## config.mk

```make
export PLATFORM = sky130hd
export DESIGN_NAME = mem_stage_lsu
export DESIGN_NICKNAME = d
export VERILOG_FILES = /design/src/rtl/mem_stage_lsu_pkg.sv /design/src/rtl/lsu_byte_lane.sv /design/src/rtl/mem_stage_lsu.sv
export SDC_FILE = /design/constraint.sdc
export NUM_CORES = 1
export LEC_CHECK = 0
export ABC_AREA = 1
export CAP_MARGIN = 20
export CORE_UTILIZATION = 45
export CTS_CLUSTER_DIAMETER = 40
export DETAILED_ROUTE_END_ITERATION = 6
export PLACE_DENSITY = 0.8
export SLEW_MARGIN = 10
export SYNTH_ARGS = -nofsm -noshare
export SYNTH_HDL_FRONTEND = slang
export SYNTH_SLANG_ARGS = --single-unit
```

## constraint.sdc

```tcl
create_clock -name clk -period 4.8 [get_ports clk]
set_input_delay 0.96 -clock clk [delete_from_list [all_inputs] [get_ports clk]]
set_output_delay 0.96 -clock clk [all_outputs]
set_load 0.1 [all_outputs]
```

## src/rtl/mem_stage_lsu_pkg.sv

```systemverilog
// Purpose : shared types and helpers for the memory-stage load/store unit.
// Latency : n/a (types and pure functions only).
// Backpressure: n/a.
package mem_stage_lsu_pkg;

    // Memory-access sequencer states.
    typedef enum logic [1:0] {
        IDLE = 2'd0,
        REQ  = 2'd1,
        WAIT = 2'd2,
        DONE = 2'd3
    } lsu_state_e;

    // Bytes per data-memory word.
    localparam int kByteLanes = 4;

    // Access controls latched together with the operation.
    typedef struct packed {
        logic is_store;
        logic is_byte;
    } lsu_ctl_t;

    // One-hot write strobe for a single byte lane (little-endian).
    function automatic logic [kByteLanes-1:0] lane_mask(input logic [1:0] lane);
        return kByteLanes'(1) << lane;
    endfunction

endpackage

```

## src/rtl/lsu_byte_lane.sv

```systemverilog
// Purpose : byte-lane steering -- SB replication/strobe and LBU lane select with zero-extend.
// Latency : purely combinational.
// Backpressure: none; follows its inputs.
// Ports   : lane/is_byte/is_store (access shape), store_data (rt value), rdata (memory word)
//           -> wdata, byte_en (write side), load_data (write-back value).
module lsu_byte_lane
    import mem_stage_lsu_pkg::*;
(
    input  logic [1:0]            lane,
    input  logic                  is_byte,
    input  logic                  is_store,
    input  logic [31:0]           store_data,
    input  logic [31:0]           rdata,
    output logic [31:0]           wdata,
    output logic [kByteLanes-1:0] byte_en,
    output logic [31:0]           load_data
);

    always_comb begin
        // A byte store puts the byte on every lane; the strobe picks the target.
        wdata = is_byte ? {kByteLanes{store_data[7:0]}} : store_data;

        if (!is_store) begin
            byte_en = '0;
        end else if (is_byte) begin
            byte_en = lane_mask(lane);
        end else begin
            byte_en = '1;
        end

        load_data = is_byte ? {24'b0, rdata[8*lane +: 8]} : rdata;
    end

endmodule

```

## src/rtl/mem_stage_lsu.sv

```systemverilog
// Purpose : MEM-stage LSU; turns one EX/MEM memory op into a dmem request and returns load data.
// Latency : store IDLE,REQ,DONE (3 cycles, zero-wait); load IDLE,REQ,WAIT..,DONE.
// Backpressure: stall_o holds IF..MEM while a request waits for ready or a load waits for data.
// Ports   : clk, n_reset (sync, active low); op_valid_i/is_mem_op_i/is_store_op_i/is_byte_op_i,
//           addr_i, store_data_i, rd_i, flush_i from the pipeline; dmem_req_* / dmem_resp_* to
//           data memory; load_valid_o/load_data_o/load_rd_o write-back; stall_o; misalign_o.
// Option  : LSU_MISALIGN_TRAP_EN -- trap unaligned word accesses instead of forcing alignment.
module mem_stage_lsu
    import mem_stage_lsu_pkg::*;
#(
    parameter int ADDR_W = 32,
    parameter int RD_W   = 5
) (
    input  logic                  clk,
    input  logic                  n_reset,
    input  logic                  op_valid_i,
    input  logic                  is_mem_op_i,
    input  logic                  is_store_op_i,
    input  logic                  is_byte_op_i,
    input  logic [ADDR_W-1:0]     addr_i,
    input  logic [31:0]           store_data_i,
    input  logic [RD_W-1:0]       rd_i,
    input  logic                  flush_i,
    output logic                  dmem_req_valid_o,
    input  logic                  dmem_req_ready_i,
    output logic [ADDR_W-1:0]     dmem_addr_o,
    output logic                  dmem_wen_o,
    output logic [kByteLanes-1:0] dmem_byte_en_o,
    output logic [31:0]           dmem_wdata_o,
    input  logic                  dmem_resp_valid_i,
    input  logic [31:0]           dmem_rdata_i,
    output logic                  load_valid_o,
    output logic [31:0]           load_data_o,
    output logic [RD_W-1:0]       load_rd_o,
    output logic                  stall_o,
    output logic                  misalign_o
);

    lsu_state_e          state;
    logic [ADDR_W-1:0]   op_addr;
    logic [31:0]         op_data;
    logic [RD_W-1:0]     op_rd;
    lsu_ctl_t            op_ctl;
    logic                drop;
    logic [31:0]         ld_data_q;
    logic [RD_W-1:0]     ld_rd_q;

    logic                start_ok;
    logic                misalign;
    logic                accept_op;
    logic                req_active;
    logic [31:0]         lane_wdata;
    logic [kByteLanes-1:0] lane_be;
    logic [31:0]         lane_load;

    assign start_ok = op_valid_i & is_mem_op_i & ~flush_i;

`ifdef LSU_MISALIGN_TRAP_EN
    assign misalign = start_ok & ~is_byte_op_i & (addr_i[1:0] != 2'b00);
`else
    // Word ops simply drop addr[1:0]; nothing traps.
    assign misalign = 1'b0;
`endif

    assign accept_op  = (state == IDLE) & start_ok & ~misalign;
    assign req_active = (state == REQ);

    lsu_byte_lane u_lane (
        .lane       (op_addr[1:0]),
        .is_byte    (op_ctl.is_byte),
        .is_store   (op_ctl.is_store),
        .store_data (op_data),
        .rdata      (dmem_rdata_i),
        .wdata      (lane_wdata),
        .byte_en    (lane_be),
        .load_data  (lane_load)
    );

    // Request fields come only from latched state, so they stay put while ready is low.
    assign dmem_req_valid_o = req_active;
    assign dmem_addr_o      = req_active ? {op_addr[ADDR_W-1:2], 2'b00} : '0;
    assign dmem_wen_o       = req_active & op_ctl.is_store;
    assign dmem_byte_en_o   = req_active ? lane_be : '0;
    assign dmem_wdata_o     = (req_active & op_ctl.is_store) ? lane_wdata : '0;

    assign load_valid_o = (state == DONE) & ~op_ctl.is_store & ~drop & ~flush_i;
    assign load_data_o  = ld_data_q;
    assign load_rd_o    = ld_rd_q;
    assign misalign_o   = (state == IDLE) & misalign;

    always_comb begin
        stall_o = 1'b0;
        case (state)
            IDLE:    stall_o = accept_op;   // hold the op in EX/MEM from its first cycle
            REQ:     stall_o = 1'b1;
            WAIT:    stall_o = 1'b1;
            DONE:    stall_o = 1'b0;
            default: stall_o = 1'b0;
        endcase
    end

    always_ff @(posedge clk) begin
        if (!n_reset) begin
            state     <= IDLE;
            op_addr   <= '0;
            op_data   <= '0;
            op_rd     <= '0;
            op_ctl    <= '0;
            drop      <= 1'b0;
            ld_data_q <= '0;
            ld_rd_q   <= '0;
        end else begin
            case (state)
                IDLE: begin
                    // A response showing up here belongs to nothing and is ignored.
                    if (accept_op) begin
                        op_addr         <= addr_i;
                        op_data         <= store_data_i;
                        op_rd           <= rd_i;
                        op_ctl.is_store <= is_store_op_i;
                        op_ctl.is_byte  <= is_byte_op_i;
                        drop            <= 1'b0;
                        state           <= REQ;
                    end
                end
                REQ: begin
                    // Once memory has seen valid&ready the access is committed; a flush
                    // arriving in that same cycle only suppresses a load's write-back.
                    if (dmem_req_ready_i) begin
                        state <= op_ctl.is_store ? DONE : WAIT;
                        drop  <= flush_i & ~op_ctl.is_store;
                    end else if (flush_i) begin
                        state <= IDLE;
                    end
                end
                WAIT: begin
                    // The outstanding response must still be consumed after a flush.
                    drop <= drop | flush_i;
                    if (dmem_resp_valid_i) begin
                        ld_data_q <= lane_load;
                        ld_rd_q   <= op_rd;
                        state     <= DONE;
                    end
                end
                DONE: begin
                    drop  <= 1'b0;
                    state <= IDLE;
                end
                default: state <= IDLE;
            endcase
        end
    end

endmodule

```

# Word-level counts from Yosys, hierarchy flattened
# Cells that the tools add are included.
totals:
  regBits: 111
  input_bits: 110
  out_inout_bits: 110
  wordCells: 53
op_classes:
  eq_ne: 7
  shifts: 2
  mux: 17
  n_bitwise: 12
  reduce_logical: 6
op_table:
  columns: ["op", "n"]
  rows:
  - ["$mux 32", 4]
  - ["$shiftx 32x6->8", 1]
  - ["$mux 4", 3]
  - ["$and 1x1->1", 8]
  - ["$mux 2", 4]
  - ["$pmux 2 s4", 1]
  - ["$ne 2x2->1 const B", 3]
  - ["$reduce_and 2->1", 3]
  - ["$eq 2x2->1 const B", 2]
  - ["$pmux 1 s4", 1]
  - ["$shl 1x2->4 const A", 1]
  - ["$mux 1", 3]
  - ["$ne 3x3->1 const B", 1]
  - ["$not 1->1", 3]
  - ["$pmux 1 s3", 1]
  - ["$reduce_and 3->1", 1]
  - ["$eq 2x1->1 const B", 1]
  - ["$logic_not 2->1", 1]
  - ["$reduce_or 2->1", 1]
  - ["$or 1x1->1", 1]

# Logic depth before layout (Yosys ltp)
# Gate-level depths: netlist (run 1).
depth:
  word_depth: 5
  depth_mapped: 9

# Cells and area by module
# A second synthesis (run 1) with hierarchy kept.
hier_totals:
  cells_unflattened: 858
  hier_area_um2: 5609.1
modules_own_cells:
  columns: ["mod", "instances", "cells_each", "area_per_inst_um2"]
  rows:
  - ["mem_stage_lsu", 1, 668, 4747.1]
  - ["lsu_byte_lane", 1, 190, 862.1]

# Least setup slack after synthesis (run 1)
# OpenSTA, ideal clock, no wires.
synth_timing:
  kind: "register to output"
  startpoint: "reg state[0]"
  endpoint: "out dmem_byte_en_o[3]"
  arrival_time_ps: 3038
  required_time_ps: 3840
  path_slack_ps: 802
  path_stages_with_launch: 4
  path_buffers: 0
  cell_sequence: "dfxtp_1 ha_1 nand2_1 a21oi_1"
synth_between:
  elab_chain_len: 2
synth_lines:
  columns: ["element", "line_no", "source"]
  rows:
  - ["from (decl)", "mem_stage_lsu.sv:39", "lsu_state_e state;"]
  - ["from (signal assigned)", "mem_stage_lsu.sv:130", "state <= op_ctl.is_store ? DONE : WAIT;"]
  - ["$eq 2x1->1", "mem_stage_lsu.sv:66", "assign req_active = (state == REQ);"]
  - ["via dmem_req_valid_o", "mem_stage_lsu.sv:24", "output logic dmem_req_valid_o,"]
  - ["$mux 4", "mem_stage_lsu.sv:83", "assign dmem_byte_en_o = req_active ? lane_be : '0;"]
  - ["to (decl)", "mem_stage_lsu.sv:28", "output logic [kByteLanes-1:0] dmem_byte_en_o,"]
# The timed path passes the listed nets, and every way through them passes these cells.

# Worst setup path after layout (run 1)
layout_timing:
  startpoint: "reg, netlist name op_ctl[0]"
  endpoint: "out dmem_byte_en_o[2]"
layout_between:
  elab_chain_len: 3
layout_lines:
  columns: ["element", "line_no", "source"]
  rows:
  - ["$mux 4", "lsu_byte_lane.sv:25", "end else if (is_byte) begin"]
  - ["$mux 4", "lsu_byte_lane.sv:23", "if (!is_store) begin"]
  - ["$mux 4", "mem_stage_lsu.sv:83", null]
# No other way between the ends.

==> summary.log, run 1 <==
[floorplanning] starting utilization of the core area 46.9%
[clock_network] CTS tree yes
[sta] top achievable clock speed 0.254 GHz
[global_route] via count of the first global-routing pass 4900
[synthesis] count of different cell masters after synthesis 27
[outcome] result of the run complete, but fails checks
[drt] DRC violations left 18
[sta] final critical path time including I/O delays and setup 3.94 ns
[synthesis] FF+latch count, synth 111
[setup_path] data arrival time of the critical path 2.98 ns
[sta] fin worst setup slack 0.861 ns
[setup_path] Crit Reg-Reg Endpoint load_data_o[2]
[clock_network] Post-CTS Setup Inserts 0
[pwr] largest vdd supply drop 0.000249 V
[synthesis] mapped cell area 0.00542 sq mm
[drt] Avg WL per Cell 14.6 um
[synthesis] top cells by area, synth sky130_fd_sc_hd__dfxtp_1 41%, sky130_fd_sc_hd__nand2_1 10%, sky130_fd_sc_hd__nand3_1 8.8%
[floorplanning] vertical die dimension 112 um
[clock_network] total CTS buffers 9
[sta] unrepaired setup endpoints after global routing no
[setup_path] CP Class reg -> out
[outcome] violated checks design-rule violations
[drt] antenna viol nets, final 0
[drt] Vias 5369
[global_route] Total Routing Usage GR 24.1%
[drt] Routed WL 15300 um
[worst_hold_path] worst hold path startpoint op_rd[4]
[floorplanning] cell row count 39
[worst_hold_path] kind of path behind the tightest hold check reg -> reg
[floorplanning] I/O pins 220
[clock_network] clock latency on the worst-skew pair 0.34 ns
[sta] relative max-transition margin 32.6%
[setup_path] WP data required 3.84 ns
[floorplanning] floorplan die width 112 um
[clock_network] post-CTS sizing 0
[placement] count of input and output buffers 216
[synthesis] top-area cell type share of the netlist area 41.0%
[pwr] Pwr Density 353 mW/mm^2
[sta] Slew Limit Fails 0
[sta] Setup Total Neg Slack 0 ns
[finish] leading cell type in the layout, fill and taps excluded sky130_fd_sc_hd__clkdlybuf4s50_1
[setup_path] type of destination of the critical path primary output
[finish] fin util 66.6%
[clock_network] clk sinks 111
[floorplanning] Die Outline Area 0.0125 sq mm
[sta] final period utilization 82.1%
[clock_network] maximum root-to-sink buffer count 2
[clock_network] clock slew at the register clock pins of the worst setup and hold paths 0.07 ns
[global_route] initial antenna violation count 0
[synthesis] Synth Area per Inst 7.52 sq um
[finish] Final nets 1018
[floorplanning] Std-Cell Core Area 0.0116 sq mm
[drt] average vias per placed instance 5.11
[pwr] P_leak 2.98 nW
[drt] Initial DRC Count 700
[synthesis] Cells after Synth 721
[worst_hold_path] terminating pin of the worst hold path op_rd[4]
[placement] detailed placer's ending HPWL 10300 um
[global_route] wire length of the first global-routing pass 24700 um
[run] # Max-Cap Violations 0
[placement] weighted congestion reported at the end of routability-driven placement 0.834
[global_route] total congestion overflow 0
[sta] Final Hold Violating Endpoints 0
[finish] ant diodes 0
[finish] commonest non-fill, non-tap cells in the layout 151 x sky130_fd_sc_hd__clkdlybuf4s50_1, 144 x sky130_fd_sc_hd__nand2_1, 111 x sky130_fd_sc_hd__dfxtp_1, 95 x sky130_fd_sc_hd__nand3_1, 90 x sky130_fd_sc_hd__a21oi_1
[global_route] pin count of the biggest net entering global routing 84
[setup_path] element type at the critical path start flip-flop
[synthesis] Seq/Total Area, Yosys 41.0%
[finish] share of layout cells above drive strength 1 22.3%
[setup_path] slack of the worst reg-to-reg path 1.97 ns
[finish] Area Overhead vs Synth 42.2%
[drt] 1st-pass router iterations 7
[synthesis] number of warning messages in the yosys log 0
[setup_path] critical-path maximum fanout 51
[clock_network] count of H-tree levels built during CTS 3
[worst_hold_path] depth of the worst hold-timing path 2
[sta] Clock Skew 0.0112 ns
[setup_path] Worst Reg-to-Reg Cells 7
[setup_path] startpoint of the worst-slack reg-to-reg timing path state[0]
[synthesis] area leader, netlist sky130_fd_sc_hd__dfxtp_1
[clock_network] Hold-fix buffers, CTS 0
[sta] actual transition at the worst max-transition pin 1.01 ns
[sta] final setup fails 0
[clock_network] Root Buffer sky130_fd_sc_hd__clkbuf_16
[placement] post-placement setup slack 1.23 ns
==> registers in the layout, summed over array words and instances (netlist names), named ones only <==
| name | count |
|---|---|
| drop | 1 |
| load_data_o | 32 |
| load_rd_o | 5 |
| op_addr | 32 |
| op_ctl | 2 |
| op_data | 32 |
| op_rd | 5 |
| state | 1 |
==> cell families (layout without fill, tap and decap cells) <==
kind of cell             Yosys count  in the layout  share of synthesized area (%)
adder cells (fa/ha/maj)            6              6                           1.39
buffers and inverters            113            297                           11.0
other                              1              3                         0.0692
AND/OR/NAND/NOR                  323            323                           27.6
AO/OA/AOI/OAI                    167            167                           19.0
flip-flops                       111            111                           41.0
==> worst max-delay path by stage <==
| stage | start | to | slack (ns) | cells past startpoint |
|---|---|---|---|---|
| after floorplan | state[0] | dmem_byte_en_o[3] | 0.80 | 3 |
| after global placement | op_ctl[0] | dmem_byte_en_o[1] | 1.27 | 4 |
| after detailed placement | op_ctl[0] | dmem_byte_en_o[2] | 1.23 | 4 |
| after CTS | op_ctl[0] | dmem_byte_en_o[2] | 0.86 | 4 |
| after global routing | op_ctl[0] | dmem_byte_en_o[1] | 0.72 | 4 |
| final | op_ctl[0] | dmem_byte_en_o[2] | 0.86 | 4 |
==> Yosys cell counts (all sizes together) <==
cell and number:
inv 55, conb 1, nand3 96, nor2 27, buf 43, nor3 2
clkinv 1, a21oi 140, nand2 195, nand4 3, dfxtp 111, ha 6
clkbuf 14, o21ai 27
==> worst max-delay path, stage by stage (launching register included) <==
cell and delay, ns:
sky130_fd_sc_hd__dfxtp_1 0.52, sky130_fd_sc_hd__inv_2 0.75, sky130_fd_sc_hd__nor2_1 0.11, sky130_fd_sc_hd__nor2_1 0.13, sky130_fd_sc_hd__clkdlybuf4s50_1 1.14
==> power breakdown <==
part	internal, mW	switching, mW	total (mW)	leakage [nW]
registers	0.986	0.0515	1.04	0.900
clock network	0.425	0.343	0.767	0.150
logic	0.266	0.645	0.911	1.93
==> metal layers <==
layer  track usage (%)  routed length (um)
met5                 0                   0
met4              8.02                 317
met3              5.55                1240
met2              38.0                7130
met1              32.5                6630
==> metrics by stage <==
stage / hold slack (ns) / instance area, sq um / instances / power [mW]
floorplan: 0.439 / 5430 / 723 / 1.72
global placement: 0.451 / 7350 / 1032 / 1.96
detailed placement: 0.452 / 7350 / 1032 / 1.96
CTS: 0.465 / 7660 / 1048 / 2.73
global route: 0.475 / 7700 / 1050 / 2.84
finish: 0.464 / 7700 / 1050 / 2.72
==> cell type report <==
class                   instances  area, sq um
clock buffers                  11          243
inverters                      56          215
repair buffers                225         2170
well taps                     143          179
multi-input cells             499         2610
fillers                      1008         3860
clock inverters                 5         65.1
flip-flops and latches        111         2220
Power figures use the tool's default switching activity.
==> inputs of run 2 (changes only) <==
--- a/config.mk
+++ b/config.mk
@@ -7,10 +7,10 @@
 export LEC_CHECK = 0
 export ABC_AREA = 1
 export CAP_MARGIN = 20
-export CORE_UTILIZATION = 45
+export CORE_UTILIZATION = 44
 export CTS_CLUSTER_DIAMETER = 40
 export DETAILED_ROUTE_END_ITERATION = 6
-export PLACE_DENSITY = 0.8
+export PLACE_DENSITY = 0.79
 export SLEW_MARGIN = 10
 export SYNTH_ARGS = -nofsm -noshare
 export SYNTH_HDL_FRONTEND = slang
==> constraint.sdc (replaced) <==
create_clock -name clk -period 4 [get_ports clk]
set_input_delay 0.8 -clock clk [delete_from_list [all_inputs] [get_ports clk]]
set_output_delay 0.8 -clock clk [all_outputs]
set_load 0.1 [all_outputs]
==> run 2 against run 1 <==
Net effect: the flow now finishes without violations; first-iteration DRC count decreased by 33%; design area increased by 4.6%; sequential power increased by 20%; via count grew 3.2%; register-to-register slack worse by 0.88 ns; worst setup slack improved by 0.036 ns; clock skew decreased by 0.0055 ns; routed wire length is 3.4% higher; critical path type unchanged; critical endpoint is now dmem_req_valid_o; largest cell class unchanged.
==> summary.log, run 2 (synthesized netlist as in run 1, its figures left out) <==
[drt] Initial DRC Count 470
[setup_path] element type at the critical path start flip-flop
[finish] commonest non-fill, non-tap cells in the layout 147 x sky130_fd_sc_hd__clkdlybuf4s50_1, 144 x sky130_fd_sc_hd__nand2_1, 111 x sky130_fd_sc_hd__dfxtp_1, 95 x sky130_fd_sc_hd__nand3_1, 90 x sky130_fd_sc_hd__a21oi_1
[sta] final setup fails 0
[sta] unrepaired setup endpoints after global routing no
[setup_path] cell-by-cell trace of the critical path ha_1 > clkdlybuf4s50_1
[setup_path] WP data required 3.20 ns
[worst_hold_path] kind of path behind the tightest hold check reg -> reg
[pwr] largest vdd supply drop 0.000324 V
[finish] multi-input combinational cell area 0.00261 sq mm
[clock_network] clock slew at the register clock pins of the worst setup and hold paths 0.07 ns
[placement] weighted congestion reported at the end of routability-driven placement 0.872
[finish] Fillers 1013
[finish] leading cell type in the layout, fill and taps excluded sky130_fd_sc_hd__clkdlybuf4s50_1
[placement] detailed placer's ending HPWL 10800 um
[sta] Slew Limit Fails 0
[sta] final critical path time including I/O delays and setup 3.10 ns
[drt] antenna viol nets, final 0
[clock_network] Root Buffer sky130_fd_sc_hd__clkbuf_16
[global_route] via count of the first global-routing pass 5088
[finish] total area of sequential cells 0.00222 sq mm
[worst_hold_path] worst hold path startpoint op_rd[4]
[floorplanning] starting utilization of the core area 45.1%
[drt] 1st-pass router iterations 5
[global_route] initial antenna violation count 0
[clock_network] total CTS buffers 9
[finish] final non-filler cell area 0.00806 sq mm
[floorplanning] floorplan die width 113 um
[clock_network] Hold-fix buffers, CTS 0
[sta] actual transition at the worst max-transition pin 1.03 ns
[floorplanning] cell row count 40
[clock_network] Post-CTS Setup Inserts 0
[placement] DP Area 0.00771 sq mm
[setup_path] slowest CP cell sky130_fd_sc_hd__clkdlybuf4s50_1
[placement] count of input and output buffers 216
[setup_path] type of destination of the critical path primary output
[drt] Avg WL per Cell 15.0 um
[drt] Vias 5542
[clock_network] clock latency on the worst-skew pair 0.35 ns
[finish] ant diodes 0
[outcome] result of the run finished, final reports clean
[floorplanning] vertical die dimension 113 um
[setup_path] slack of the worst reg-to-reg path 1.09 ns
[sta] relative max-transition margin 31.2%
[setup_path] critical-path maximum fanout 8
[floorplanning] Std-Cell Core Area 0.0120 sq mm
[run] # Max-Cap Violations 0
[drt] DRC violations left 0
[clock_network] count of H-tree levels built during CTS 3
[clock_network] CTS tree yes
[setup_path] critical path endpoint dmem_req_valid_o
[drt] Routed WL 15800 um
[finish] Final nets 1018
[sta] Setup Total Neg Slack 0 ns
[finish] count of placed standard cells in the final layout, fillers left out 1054
[setup_path] source of the critical timing path state[0]
[global_route] pin count of the biggest net entering global routing 62
[placement] Cell Count Post-Placement 1038
[setup_path] Worst Reg-to-Reg Cells 7
[clock_network] post-CTS sizing 0
[worst_hold_path] depth of the worst hold-timing path 2
[sta] final period utilization 77.6%
[setup_path] data arrival time of the critical path 2.30 ns
[setup_path] CP Class reg -> out
[sta] top achievable clock speed 0.322 GHz
[sta] Clock Skew 0.00579 ns
[global_route] met1 capacity usage during global routing 33.9%
[global_route] Global Route met2 Usage 39.3%
[global_route] Total Routing Usage GR 25.1%
[global_route] total congestion overflow 0
[floorplanning] I/O pins 220
[finish] fin util 67.1%
[setup_path] Crit Reg-Reg Endpoint load_data_o[2]
[sta] Final Hold Violating Endpoints 0
[sta] worst hold margin 0.461 ns
[floorplanning] Die Outline Area 0.0128 sq mm
[finish] Area Overhead vs Synth 48.8%
[setup_path] startpoint of the worst-slack reg-to-reg timing path state[0]
[setup_path] largest incremental delay on the critical path 1.18 ns
[pwr] P_leak 3.07 nW
[clock_network] clk sinks 111
[global_route] GRT met3 Usage 4.45%
[drt] average vias per placed instance 5.26
[pwr] Pwr Density 419 mW/mm^2
[global_route] most used routing layer in global routing met2
[clock_network] maximum root-to-sink buffer count 2
[global_route] wire length of the first global-routing pass 25700 um
[finish] share of layout cells above drive strength 1 22.8%
[run 2: cell count changes in the layout (fill, tap and decap cells not counted)]
| cell | delta |
|---|---|
| sky130_fd_sc_hd__clkdlybuf4s50_1 | -4 |
| sky130_fd_sc_hd__buf_8 | -1 |
| sky130_fd_sc_hd__clkinv_4 | -3 |
| sky130_fd_sc_hd__clkinvlp_4 | +1 |
| sky130_fd_sc_hd__clkinv_2 | +2 |
| sky130_fd_sc_hd__bufinv_16 | +2 |
| sky130_fd_sc_hd__inv_6 | -1 |
| sky130_fd_sc_hd__buf_12 | +28 |
| sky130_fd_sc_hd__clkbuf_1 | -1 |
| sky130_fd_sc_hd__buf_4 | -22 |
| sky130_fd_sc_hd__buf_16 | -1 |
[run 2: area by class of cell]
| cell class | count | area share, % |
|---|---|---|
| multi-input cells | 499 | 32.4 |
| repair buffers | 225 | 30.8 |
| flip-flops and latches | 111 | 27.6 |
| clock buffers | 10 | 2.96 |
| inverters | 56 | 2.67 |
| well taps | 147 | 2.28 |
| clock inverters | 6 | 1.33 |
[run 2: routing by layer]
layer / routed length [um] / share of wire (%)
met1: 6920 / 44
met2: 7300 / 46
met3: 1130 / 7.1
met4: 496 / 3.1
met5: 0 / 0
[run 2: stage by stage]
step	total power, mW	setup WS, ns
floorplan	2.06	0.162
global placement	2.36	0.805
detailed placement	2.37	0.779
CTS	3.39	0.891
global route	3.52	0.738
finish	3.38	0.897
[run 2: where the power goes]
group	switching [mW]	internal, mW
sequential	0.0620	1.18
combinational	0.777	0.318
clock	0.410	0.628
[run 2: critical path: cells and delay by family (launching register included)]
| family | cells | cell delay, ns |
|---|---|---|
| flip-flops | 1 | 0.49 |
| adder cells (fa/ha/maj) | 1 | 0.29 |
| buffers and inverters | 1 | 1.18 |
[run 2: how the worst min path moves through the flow]
stage                             end  slack [ns]
final                        op_rd[4]        0.46
after global routing         op_rd[4]        0.48
after CTS                 op_data[22]        0.46
after detailed placement     op_rd[4]        0.45
after global placement    op_data[18]        0.45
after floorplan           op_data[23]        0.44
